==> src/rtl/melody_sequencer.sv <==
// melody_sequencer: walks a melody table one note at a time, timing each
// note in beats, inserting a silent articulation gap between notes, and
// reporting completion. All outputs are registered from the next-state logic.
module melody_sequencer #(
  parameter int unsigned BEAT_TICKS = 6250000,
  parameter int unsigned GAP_TICKS  = 250000,
  parameter int unsigned MAX_NOTES  = 32
) (
  input  logic       clk,
  input  logic       reset,
  input  logic       start,
  input  logic       stop,
  input  logic       loopEn,
  input  logic [3:0] melodyIn,
  input  logic [3:0] note_length,
  output logic [3:0] melodySelect,
  output logic [4:0] noteIndex,
  output logic       soundEn,
  output logic       busy,
  output logic       done
);

  localparam logic [2:0] S_IDLE  = 3'd0;
  localparam logic [2:0] S_FETCH = 3'd1;
  localparam logic [2:0] S_PLAY  = 3'd2;
  localparam logic [2:0] S_GAP   = 3'd3;
  localparam logic [2:0] S_DONE  = 3'd4;

  localparam int unsigned PW = (BEAT_TICKS > 1) ? $clog2(BEAT_TICKS) : 1;
  localparam int unsigned GW = (GAP_TICKS > 1) ? $clog2(GAP_TICKS) : 1;
  localparam logic [PW-1:0] PRE_LAST = PW'(BEAT_TICKS - 1);
  localparam logic [GW-1:0] GAP_LAST = GW'((GAP_TICKS > 0) ? GAP_TICKS - 1 : 0);
  localparam logic [4:0]    IDX_LAST = 5'(MAX_NOTES - 1);

  logic [2:0]    state_q, state_d;
  logic [3:0]    sel_q, sel_d;
  logic [4:0]    idx_q, idx_d;
  logic [3:0]    beats_q, beats_d;
  logic [PW-1:0] pre_q, pre_d;
  logic [GW-1:0] gap_q, gap_d;
  logic          snd_q, snd_d;
  logic          busy_q, busy_d;
  logic          done_q, done_d;
  logic          adv;

  // Next-state logic: per-state sequencing, then start/stop overrides.
  always_comb begin
    state_d = state_q;
    sel_d   = sel_q;
    idx_d   = idx_q;
    beats_d = beats_q;
    pre_d   = pre_q;
    gap_d   = gap_q;
    adv     = 1'b0;

    case (state_q)
      S_FETCH: begin
        if (note_length == 4'd0) begin
          state_d = S_DONE;
        end else begin
          beats_d = note_length;
          pre_d   = '0;
          state_d = S_PLAY;
        end
      end
      S_PLAY: begin
        if (pre_q == PRE_LAST) begin
          pre_d   = '0;
          beats_d = beats_q - 4'd1;
          if (beats_q == 4'd1) begin
            if (GAP_TICKS == 0) begin
              adv = 1'b1;
            end else begin
              gap_d   = '0;
              state_d = S_GAP;
            end
          end
        end else begin
          pre_d = pre_q + 1'b1;
        end
      end
      S_GAP: begin
        if (gap_q == GAP_LAST) adv = 1'b1;
        else                   gap_d = gap_q + 1'b1;
      end
      S_DONE: begin
        if (loopEn) begin
          idx_d   = '0;
          state_d = S_FETCH;
        end else begin
          state_d = S_IDLE;
        end
      end
      default: ;
    endcase

    // Advance step is shared by the end of GAP and (with no gap) the end of PLAY.
    if (adv) begin
      if (idx_q == IDX_LAST) begin
        state_d = S_DONE;
      end else begin
        idx_d   = idx_q + 5'd1;
        state_d = S_FETCH;
      end
    end

    // stop overrides everything and must undo any index/select update above.
    if (stop) begin
      state_d = S_IDLE;
      sel_d   = sel_q;
      idx_d   = idx_q;
    end else if (start) begin
      sel_d   = melodyIn;
      idx_d   = '0;
      state_d = S_FETCH;
    end

    snd_d  = (state_d == S_PLAY);
    busy_d = (state_d != S_IDLE);
    done_d = (state_d == S_DONE);
  end

  // State, counters and registered outputs with asynchronous clear.
  always_ff @(posedge clk or posedge reset) begin
    if (reset) begin
      state_q <= S_IDLE;
      sel_q   <= '0;
      idx_q   <= '0;
      beats_q <= '0;
      pre_q   <= '0;
      gap_q   <= '0;
      snd_q   <= 1'b0;
      busy_q  <= 1'b0;
      done_q  <= 1'b0;
    end else begin
      state_q <= state_d;
      sel_q   <= sel_d;
      idx_q   <= idx_d;
      beats_q <= beats_d;
      pre_q   <= pre_d;
      gap_q   <= gap_d;
      snd_q   <= snd_d;
      busy_q  <= busy_d;
      done_q  <= done_d;
    end
  end

  assign melodySelect = sel_q;
  assign noteIndex    = idx_q;
  assign soundEn      = snd_q;
  assign busy         = busy_q;
  assign done         = done_q;

endmodule

==> config.mk <==
export PLATFORM = sky130hd
export DESIGN_NAME = melody_sequencer
export DESIGN_NICKNAME = d
export VERILOG_FILES = /design/src/rtl/melody_sequencer.sv
export SDC_FILE = /design/constraint.sdc
export NUM_CORES = 1
export LEC_CHECK = 0
export CORE_MARGIN = 2
export CORE_UTILIZATION = 59
export DETAILED_ROUTE_END_ITERATION = 8
export PLACE_DENSITY_LB_ADDON = 0.2
export SYNTH_ARGS = -nofsm -noshare
export SYNTH_HDL_FRONTEND = slang
export SYNTH_SLANG_ARGS = --single-unit
==> constraint.sdc <==
create_clock -name clk -period 2.92 [get_ports clk]
set_input_delay 0.73 -clock clk [delete_from_list [all_inputs] [get_ports clk]]
set_output_delay 0.73 -clock clk [all_outputs]
set_load 0.01 [all_outputs]
==> flow_metrics.tcl, run 1 <==
set metrics [dict create \
    core.rowCount 27 \
    cap_viol_max_count 0 \
    postLayoutCellArea_um2 3960 \
    syn_inst 374 \
    cts-hold-fix-buffers 0 \
    drt-total-wl_um 7980 \
    finalCritPeriodShare_pct 88.2 \
    ys_types 59 \
    grt_antenna_before_repair 0 \
    cts_root_buffer "clkbuf_8" \
    min_period_ps 2580 \
    fin_skew_ps 5.56 \
    synth_top_cell_area_share_pct 44.0 \
    cts_tree "built" \
    dpl.hpwl_um 5430 \
    yosys.area.top_type "dfrtp_1" \
    syn_nets 393 \
    dp_cells 463 \
    fin_cells 479 \
    clock_latency_ps 330 \
    clkSinkCount 60 \
    drive_gt1_share_pct 12.0 \
    fmax_mhz 388 \
    cts_buffer_depth 2 \
    gp_congestion 0.892 \
    final-hold-violation-count 0 \
    synthToLayoutAreaGrowth_pct 16.0 \
    fin_setup_tns_ps 0 \
    firstDrtPassIters 4 \
    status "finished, final reports clean" \
    drc 0 \
    boundaryPins 25 \
    post_dp_cell_area_um2 3750 \
    max-slew-margin-rel_pct 50.3 \
    setup_viol 0 \
    ant_nets 0 \
    async_flop_share_pct 100 \
    r2r_slack_ps 340 \
    synth_common_cells "dfrtp_1, nand2_1, nor2_1, o21ai_0, nand3_1" \
    synth-edff-count 0 \
    numPortBuffers 24 \
    h-tree-depth 3 \
    grt_pass1_wl_um 13700 \
    overflow 0 \
    yosys_most_used_dff "dfrtp_1" \
    clk_pin_slew_ps 70 \
    cp_data_arrival_time_ps 2800 \
    wl_per_cell_um 16.7 \
    drv_slew 0 \
    antenna-diode-count 0 \
    hp-class "register to register" \
    startpoint_type "register" \
    initialDrtViolationCount 340 \
    whs_ps 505 \
    core-area_um2 5540 \
    ys_seq_area_share_pct 44.0 \
    grt_setup_unrepaired "false" \
    crit_type "register to register" \
    yosys_warnings 0 \
    n_fill_cell 429 \
    cp.required_ps 3150 \
    power_density_nw_per_um2 516 \
    die_w_um 80.0 \
    netlist_area_um2 3410 \
    post_cts_buffers 0 \
    fin_nets 421 \
    grt_use_total_pct 27.4 \
    dieHeight_um 80.0 \
    initial_utilization_pct 61.5 \
    synth_area_per_cell_um2 9.12 \
    viasPerCell 6.41 \
    dieArea_um2 6400 \
    worst_pin_slew_ps 741 \
    vias 3070 \
    cts.repair.resized 0 \
    yosysMostFrequentCell "dfrtp_1" \
    first_global_vias 2916 \
    ys_ff_latch 60 \
    synthTopCellsByArea "dfrtp_1, o21ai_0, nand2_1, nand3_1, a31oi_1" \
    grt_start_max_net_pins 61 \
    leakage_uw 0.00162 \
    utilization_pct 71.4 \
    crit_fanout 12 \
    crit_path_end_kind "register" \
    ir_worst_vdd_uv 363 \
    numCtsBuffers 9 \
]
registers in the layout (all words and copies together), names as in the netlist:
register / cells
soundEn: 1
done: 1
melodySelect: 4
state_q: 3
gap_q: 18
pre_q: 23
beats_q: 4
busy: 1
noteIndex: 5
critical path: stages (launching register included):
cell	delay [ps]
dfrtp_1	470
or4b_1	570
or4_4	660
o41a_1	390
o2111a_1	190
o21a_1	180
cell families after synthesis:
| kind of cell | synth area share (%) |
|---|---|
| fa+ha+maj | 2.20 |
| compound gates | 18.8 |
| mux | 2.86 |
| flops | 44.0 |
| buf+inv | 3.71 |
| simple gates | 26.1 |
| xor+xnor | 2.31 |
path summary, 6_finish.rpt:
path,startpoint,end,depth (start not counted)
min in group asynchronous,reset,noteIndex[2]$_DFFE_PP0N_,3
worst max register to register,gap_q[5]$_DFFE_PP0P_,soundEn$_DFF_PP0_,5
worst max-delay path,gap_q[5]$_DFFE_PP0P_,soundEn$_DFF_PP0_,5
max in group asynchronous,reset,pre_q[21]$_DFFE_PP0P_,3
worst min register to register,noteIndex[3]$_DFFE_PP0N_,noteIndex[3]$_DFFE_PP0N_,1
worst min-delay path,noteIndex[3]$_DFFE_PP0N_,noteIndex[3]$_DFFE_PP0N_,1
power breakdown:
part	internal (uW)	switching, uW	leakage [uW]
logic	126	122	0.000710
clock network	438	327	0.000102
registers	913	115	0.000807
total	1480	564	0.00162
metal layers:
layer	routed length [um]	vias up	GRT usage, %
met1	3550	1496	37.4
met5	0	-	0
met3	400	12	5.43
met2	3920	91	42.8
met4	108	0	10.7
li1	-	1471	-
per-stage QoR:
step,worst slack [ps],total power [uW]
4_1_cts,381,2050
3_5_place_dp,317,1290
6_report,345,2040
3_3_place_gp,359,1270
2_1_floorplan,501,1190
5_1_grt,220,2140
cell usage in the layout, fill, tap and decap left out, drive strengths merged, types with 8 or more instances in the layout:
cell | Yosys | routed
nand3 | 26 | 26
nand2 | 36 | 36
nand4 | 10 | 10
clkbuf | 14 | 12
a21oi | 18 | 18
a31oi | 18 | 18
nor2 | 28 | 28
dfrtp | 60 | 60
buf | 3 | 10
clkdlybuf4s50 | 0 | 24
o21ai | 28 | 28
nor3 | 8 | 8
inv | 14 | 14
area by class of cell:
class	instances	area (um^2)	area share, %
Timing Repair Buffer	34	328	8.29
Multi-Input combinational cell	283	1780	45.0
Sequential cell	60	1500	38.0
Clock buffer	12	155	3.92
Tap cell	72	90.1	2.28
Inverter	14	52.6	1.33
Clock inverter	4	47.5	1.20
Note: power is estimated with default switching activity, not from simulation.
==> run 2: changes to the inputs <==
--- a/config.mk
+++ b/config.mk
@@ -7,6 +7,7 @@
 export LEC_CHECK = 0
 export CORE_MARGIN = 2
 export CORE_UTILIZATION = 59
+export CTS_CLUSTER_DIAMETER = 30
 export DETAILED_ROUTE_END_ITERATION = 8
 export PLACE_DENSITY_LB_ADDON = 0.2
 export SYNTH_ARGS = -nofsm -noshare
==> results of run 2 <==
No change in the layout: final DEF, timing and power equal those of run 1.
